[src/rtl/regfile_param_if.sv]
// Bus bundle for regfile_param: two read ports, one byte-enabled write port,
// and the bulk-clear handshake.
interface regfile_param_if #(
   parameter int WIDTH     = 32,
   parameter int ADDR_BITS = 5
);
   logic [ADDR_BITS-1:0] ReadRegister1;
   logic [ADDR_BITS-1:0] ReadRegister2;
   logic [WIDTH-1:0]     ReadData1;
   logic [WIDTH-1:0]     ReadData2;
   logic [ADDR_BITS-1:0] WriteRegister;
   logic [WIDTH-1:0]     WriteData;
   logic [WIDTH/8-1:0]   ByteEn;
   logic                 RegWrite;
   logic                 ClearReq;
   logic                 Busy;
   logic                 ClearDone;
   logic                 WriteDropped;

   modport master (
      output ReadRegister1, ReadRegister2, WriteRegister, WriteData, ByteEn,
             RegWrite, ClearReq,
      input  ReadData1, ReadData2, Busy, ClearDone, WriteDropped
   );

   modport slave (
      input  ReadRegister1, ReadRegister2, WriteRegister, WriteData, ByteEn,
             RegWrite, ClearReq,
      output ReadData1, ReadData2, Busy, ClearDone, WriteDropped
   );
endinterface

[src/rtl/regfile_param.sv]
// Parametrised 2R/1W register file with byte-enable writes and a sequential bulk-clear engine.
// Optional write-to-read forwarding is enabled by defining REGFILE_WRITE_BYPASS_EN.
module regfile_param #(
   parameter int WIDTH     = 32,
   parameter int ADDR_BITS = 5,
   parameter int ZERO_REG  = 1
) (
   input logic               Clk,
   input logic               Reset_n,
   regfile_param_if.slave    bus
);
   localparam int DEPTH  = 1 << ADDR_BITS;
   localparam int NBYTES = WIDTH / 8;
   localparam bit ZERO_EN = (ZERO_REG != 0);
   localparam logic [ADDR_BITS-1:0] ADDR_ZERO = {ADDR_BITS{1'b0}};
   localparam logic [ADDR_BITS-1:0] LAST_PTR  = ADDR_BITS'(DEPTH - 1);

   typedef enum logic [0:0] {
      IDLE  = 1'b0,
      CLEAR = 1'b1
   } state_t;

   logic [WIDTH-1:0]     mem_r [DEPTH];
   state_t               state_r;
   logic [ADDR_BITS-1:0] clear_ptr_r;
   logic                 busy_r;
   logic                 clear_done_r;
   logic                 write_dropped_r;

   logic                 wr_zero_s;
   logic                 wr_accept_s;
   logic [WIDTH-1:0]     wr_merged_s;
   logic                 rd1_zero_s;
   logic                 rd2_zero_s;
   logic                 fwd1_s;
   logic                 fwd2_s;
   logic [WIDTH-1:0]     rd1_s;
   logic [WIDTH-1:0]     rd2_s;

   function automatic logic [WIDTH-1:0] merge_bytes(
      input logic [WIDTH-1:0]  old_v,
      input logic [WIDTH-1:0]  new_v,
      input logic [NBYTES-1:0] be
   );
      logic [WIDTH-1:0] res;
      res = old_v;
      for (int i = 0; i < NBYTES; i++) begin
         if (be[i]) begin
            res[8*i +: 8] = new_v[8*i +: 8];
         end else begin
            res[8*i +: 8] = old_v[8*i +: 8];
         end
      end
      return res;
   endfunction

   // Write acceptance and merged write value; entry 0 writes vanish when hardwired.
   always_comb begin
      wr_zero_s   = ZERO_EN && (bus.WriteRegister == ADDR_ZERO);
      wr_accept_s = bus.RegWrite && !busy_r && !wr_zero_s;
      wr_merged_s = merge_bytes(mem_r[bus.WriteRegister], bus.WriteData, bus.ByteEn);
   end

   // Read ports: hardwired zero first, then optional forwarding, then storage.
   always_comb begin
      rd1_zero_s = ZERO_EN && (bus.ReadRegister1 == ADDR_ZERO);
      rd2_zero_s = ZERO_EN && (bus.ReadRegister2 == ADDR_ZERO);
`ifdef REGFILE_WRITE_BYPASS_EN
      fwd1_s = wr_accept_s && (bus.ReadRegister1 == bus.WriteRegister);
      fwd2_s = wr_accept_s && (bus.ReadRegister2 == bus.WriteRegister);
`else
      fwd1_s = 1'b0;
      fwd2_s = 1'b0;
`endif
      if (rd1_zero_s) begin
         rd1_s = {WIDTH{1'b0}};
      end else if (fwd1_s) begin
         rd1_s = wr_merged_s;
      end else begin
         rd1_s = mem_r[bus.ReadRegister1];
      end
      if (rd2_zero_s) begin
         rd2_s = {WIDTH{1'b0}};
      end else if (fwd2_s) begin
         rd2_s = wr_merged_s;
      end else begin
         rd2_s = mem_r[bus.ReadRegister2];
      end
   end

   assign bus.ReadData1    = rd1_s;
   assign bus.ReadData2    = rd2_s;
   assign bus.Busy         = busy_r;
   assign bus.ClearDone    = clear_done_r;
   assign bus.WriteDropped = write_dropped_r;

   // Storage, clear FSM and handshake flags; the clear write follows the
   // normal write so a write in the request cycle is later wiped by the sweep.
   always_ff @(posedge Clk or negedge Reset_n) begin
      if (!Reset_n) begin
         for (int i = 0; i < DEPTH; i++) begin
            mem_r[i] <= {WIDTH{1'b0}};
         end
         state_r         <= IDLE;
         clear_ptr_r     <= ADDR_ZERO;
         busy_r          <= 1'b0;
         clear_done_r    <= 1'b0;
         write_dropped_r <= 1'b0;
      end else begin
         clear_done_r    <= 1'b0;
         write_dropped_r <= bus.RegWrite && busy_r;
         if (wr_accept_s) begin
            mem_r[bus.WriteRegister] <= wr_merged_s;
         end
         case (state_r)
            IDLE: begin
               if (bus.ClearReq) begin
                  state_r     <= CLEAR;
                  busy_r      <= 1'b1;
                  clear_ptr_r <= ADDR_ZERO;
               end else begin
                  state_r <= IDLE;
                  busy_r  <= 1'b0;
               end
            end
            CLEAR: begin
               mem_r[clear_ptr_r] <= {WIDTH{1'b0}};
               if (clear_ptr_r == LAST_PTR) begin
                  state_r      <= IDLE;
                  busy_r       <= 1'b0;
                  clear_done_r <= 1'b1;
               end else begin
                  clear_ptr_r <= clear_ptr_r + ADDR_BITS'(1);
                  busy_r      <= 1'b1;
               end
            end
            default: begin
               state_r <= IDLE;
               busy_r  <= 1'b0;
            end
         endcase
      end
   end
endmodule

[src/flat_wrapper.sv]
// flat-port wrapper written by rule: the top's interface ports become plain ports
module regfile_param_flat 
#(
   parameter int WIDTH     = 32,
   parameter int ADDR_BITS = 5,
   parameter int ZERO_REG  = 1
)
  (Clk, Reset_n, bus_ReadRegister1, bus_ReadRegister2, bus_WriteRegister, bus_WriteData, bus_ByteEn, bus_RegWrite, bus_ClearReq, bus_ReadData1, bus_ReadData2, bus_Busy, bus_ClearDone, bus_WriteDropped);
  regfile_param_if #(.WIDTH(WIDTH), .ADDR_BITS(ADDR_BITS)) bus_i ();
  input logic Clk;
  input logic Reset_n;
  input wire logic [$bits(bus_i.ReadRegister1)-1:0] bus_ReadRegister1;
  input wire logic [$bits(bus_i.ReadRegister2)-1:0] bus_ReadRegister2;
  input wire logic [$bits(bus_i.WriteRegister)-1:0] bus_WriteRegister;
  input wire logic [$bits(bus_i.WriteData)-1:0] bus_WriteData;
  input wire logic [$bits(bus_i.ByteEn)-1:0] bus_ByteEn;
  input wire logic [$bits(bus_i.RegWrite)-1:0] bus_RegWrite;
  input wire logic [$bits(bus_i.ClearReq)-1:0] bus_ClearReq;
  output wire logic [$bits(bus_i.ReadData1)-1:0] bus_ReadData1;
  output wire logic [$bits(bus_i.ReadData2)-1:0] bus_ReadData2;
  output wire logic [$bits(bus_i.Busy)-1:0] bus_Busy;
  output wire logic [$bits(bus_i.ClearDone)-1:0] bus_ClearDone;
  output wire logic [$bits(bus_i.WriteDropped)-1:0] bus_WriteDropped;
  assign bus_i.ReadRegister1 = bus_ReadRegister1;
  assign bus_i.ReadRegister2 = bus_ReadRegister2;
  assign bus_i.WriteRegister = bus_WriteRegister;
  assign bus_i.WriteData = bus_WriteData;
  assign bus_i.ByteEn = bus_ByteEn;
  assign bus_i.RegWrite = bus_RegWrite;
  assign bus_i.ClearReq = bus_ClearReq;
  assign bus_ReadData1 = bus_i.ReadData1;
  assign bus_ReadData2 = bus_i.ReadData2;
  assign bus_Busy = bus_i.Busy;
  assign bus_ClearDone = bus_i.ClearDone;
  assign bus_WriteDropped = bus_i.WriteDropped;
  regfile_param #(.WIDTH(WIDTH), .ADDR_BITS(ADDR_BITS), .ZERO_REG(ZERO_REG)) u_core (.Clk(Clk), .Reset_n(Reset_n), .bus(bus_i));
endmodule
[config.mk]
export PLATFORM = sky130hd
export DESIGN_NAME = regfile_param_flat
export DESIGN_NICKNAME = d
export VERILOG_FILES = /design/src/rtl/regfile_param_if.sv /design/src/rtl/regfile_param.sv /design/src/flat_wrapper.sv
export SDC_FILE = /design/constraint.sdc
export NUM_CORES = 2
export LEC_CHECK = 0
export BUFFER_PORTS_ARGS = -buffer_cell sky130_fd_sc_hd__buf_4
export CORE_AREA = 2 2 425 427
export DETAILED_ROUTE_END_ITERATION = 12
export DIE_AREA = 0 0 427 429
export HOLD_SLACK_MARGIN = 0.06
export PLACE_DENSITY = 0.54
export SYNTH_ARGS = -nofsm -noshare
export SYNTH_HDL_FRONTEND = slang
export SYNTH_SLANG_ARGS = --single-unit
export TNS_END_PERCENT = 20
[constraint.sdc]
create_clock -name Clk -period 4 [get_ports Clk]
set_clock_uncertainty 0.2 [all_clocks]
set_input_delay 0.6 -clock Clk [delete_from_list [all_inputs] [get_ports Clk]]
set_output_delay 0.6 -clock Clk [all_outputs]
set_load 0.02 [all_outputs]
==> summary.txt <==
Synthesis
  – Gate Count Post-Synth: between 4000 and 5000
  – Post-synthesis cell area: 0.06230 mm2
  – Syn avg cell area: approximately 13 um2
  – Number of synthesized register bits: about 1000
  – Synth Flop Type: dfrtp_1
  – Asr flop ratio synth: 1.000
  – Synth warnings: 0
  – Synth unique cells: 47
  – Post-synth EDFFs: 0
  – Syn Nets: between 4000 and 5000
  – Sequential share of the synthesized area: 0.4145

Critical path
  – Worst setup SP type: input port
  – Most used cell, CP: mux4_2
  – Max Fanout on Critical Path: 25
  – Element type at the critical path end: primary output
  – FF-to-FF Start: u_core.state_r
  – Flop2flop setup slack: around 0.71 ns
  – Crit path largest cell delay: between 0.5 and 0.6 ns
  – WP data required: ~3.2 ns
  – Arr. time, crit path: around 3.2 ns
  – R2R depth: 8
  – Setup CP Type: in2out
  – Slowest CP cell: mux4_2
  – Worst path cell trace: buf_8 -> buf_16 -> mux4_2 -> mux4_2 -> inv_1 -> o21ai_0 -> buf_4
  – R2R Path End: u_core.mem_r[449]

Die
  – I/O pins: about 120
  – Die area: 0.1832 mm2
  – Die Span Y: 429 um
  – Core Area: approximately 0.18 mm2
  – Die Wd: 427 um
  – FP Rows: 155
  – Initial Util: 0.3499

Power and ir drop
  – PD cells: between 400 and 500 mW/mm2
  – VDD IR max: 0.4114 mV
  – Post-layout power: 30.46 mW
  – Lkg Pwr: 30.54 nW

Clocking
  – CTS tree: done
  – Max Root-Sink Buffers: 3
  – CTS sink count: 1032
  – Clock-pin slew on the worst setup and hold paths: approximately 0.07 ns
  – CTS H-tree lvls: 3
  – CTS Buf Count: around 110
  – Root Buffer: clkbuf_16
  – Worst skew pair latency: 0.76 ns

Placed design
  – HPWL Detailed: 172100 um
  – PortBufs: 121
  – Gpl congestion: 0.9094

STA
  – Final hold violation count: 0
  – Actual slew at the worst max-slew pin: approximately 1.5 ns
  – Setup TNS: 0 ns
  – Min Tclk post-route: approximately 4 ns
  – Normalized max-slew margin: -0.01364
  – Fin. max-slew vios: 19
  – Final Cycle Share: 0.9973
  – Fmax: 250.7 MHz
  – Unrepaired setup endpoints after global routing: no
  – Endpoints failing setup: 0

Worst hold path
  – Hold Path Depth: 4
  – Hold_sp: bus_WriteData[31]
  – Hold endpoint: u_core.mem_r[159]
  – Min-delay worst type: in2reg

Cells and area
  – Area Growth Syn to Fin: 15.62%
  – Most frequent cells in the layout: 1032 x dfrtp_1, 960 x a22o_1, 703 x mux4_2
  – Post-layout util: 0.4046
  – Fillers: around 16000
  – Layout cells sized above 1: 0.3157
  – Fin nets: ~4700
  – Commonest non-fill, non-tap cell in the layout: dfrtp_1

Global route
  – Total GRT Usage: 0.3024
  – First-pass GRT wire length: a little under 400000 um
  – Initial antenna violation count: 16
  – Vias in the first global route: between 40000 and 50000
  – GRT Residual Overflow: 0
  – Pin count of the biggest net entering global routing: ~120

Drt
  – Vias per cell: between 6 and 7
  – Drt total wl: ~280000 um
  – Drt pass-1 iters: 6
  – Routed via count: around 50000
  – DRT iter0 DRCs: about 7000
  – Routed wire per std cell: 39.65 um
  – Number of remaining DRC errors: 0
  – Remaining antenna violation count after routing: 0

Outcome
  – Failing checks: max-capacitance violations, max-slew violations
  – Status: finished with violations

Job
  – Max Cap Violations: 1
==> where the power goes <==
part | internal [mW] | total, mW | switching (mW)
sequential | 11.3 | 12.4 | 1.05
combinational | 2.88 | 7.13 | 4.24
clock | 6.32 | 11.0 | 4.65
total | 20.5 | 30.5 | 9.95
==> state kept, by name (all words and copies together), names as in the netlist <==
signal                   cells
u_core.bus.WriteDropped      1
u_core.bus.ClearDone         1
u_core.clear_ptr_r           5
u_core.state_r               1
u_core.mem_r              1024
==> layer usage <==
metal | share of wire | GRT usage
met2 | 0.45 | 0.4543
met1 | 0.36 | 0.3727
met4 | 0.087 | 0.2279
met5 | 0.00035 | 0
met3 | 0.10 | 0.07896
==> critical path: cells and delay by family <==
kind	cells	cell delay, ns
mux	2	1.05
buf+inv	4	1.03
compound gates	1	0.45
==> synth_stat cells, types with 10 or more instances <==
master,number,area share
o311a_1,24,0.0039
and3_1,10,0.0010
inv_1,93,0.0056
nor2b_1,45,0.0045
buf_6,82,0.015
nand2_1,232,0.014
buf_4,38,0.0046
mux2i_1,356,0.057
o21ai_1,12,0.00096
clkbuf_1,339,0.020
dfrtp_1,1032,0.41
a21oi_1,30,0.0024
a21oi_2,24,0.0034
buf_1,27,0.0016
a211oi_1,30,0.0036
nor4_1,10,0.0010
buf_2,98,0.0079
nor4_2,21,0.0042
a22oi_1,98,0.012
o22ai_1,63,0.0063
nand3_1,41,0.0033
o21ai_0,117,0.0094
mux4_2,703,0.25
nor2_1,42,0.0025
and2_1,44,0.0044
a22o_1,960,0.13
==> cell type report <==
cell class | instances | area, um2 | share of cell area
sequential | 1032 | 25820 | 0.3586
multi-input combinational | 2914 | 33730 | 0.4683
clock buffer | 169 | 3390 | 0.04706
antenna | 3 | 7.507 | 0.0001042
inverter | 93 | 349.1 | 0.004847
timing repair buffer | 476 | 5384 | 0.07475
tap | 2355 | 2947 | 0.04091
clock inverter | 32 | 391.6 | 0.005437
==> what timing repair did <==
action / in CTS / in global routing
endpoints found under the setup margin: 0 / 1
setup buffers: 0 / 0
hold buffers: 3 / 0
gates resized for setup: 0 / 2
hold endpoints to repair: 143 / 0
==> kinds of logic (layout without fill, tap and decap cells) <==
group | Yosys count | after routing | share of synthesized area
simple gates | 466 | 466 | 0.03770
mux | 1062 | 1062 | 0.3119
flops | 1032 | 1032 | 0.4145
other cells | 0 | 3 | 0
fa+ha+maj | 5 | 5 | 0.001004
buf+inv | 678 | 770 | 0.05505
xor+xnor | 3 | 3 | 0.0004219
compound gates | 1378 | 1378 | 0.1794
==> worst max path at each step <==
| stage | from | end | slack [ns] |
|---|---|---|---|
| after floorplan | bus_ReadRegister1[0] | bus_ReadData1[10] | 0.60 |
| after global placement | bus_ReadRegister1[0] | bus_ReadData1[25] | -0.008 |
| after detailed placement | bus_ReadRegister1[0] | bus_ReadData1[25] | 0.01 |
| after CTS | bus_ReadRegister1[0] | bus_ReadData1[25] | 0.009 |
| after global routing | bus_ReadRegister1[0] | bus_ReadData1[18] | 0.02 |
| final | bus_ReadRegister1[0] | bus_ReadData1[18] | 0.01 |
==> metrics by stage <==
stage               area (um2)  std cells  hold slack (ns)  setup WS [ns]
global route             72020       7072           0.1803        0.01721
CTS                      72010       7071           0.1143       0.008833
global placement         68200       6867           0.3083      -0.007744
finish                   72030       7074           0.1560        0.01064
floorplan                62300       4624           0.1044         0.6021
detailed placement       68200       6867           0.3193        0.01318
(Power assumes the default switching activity.)
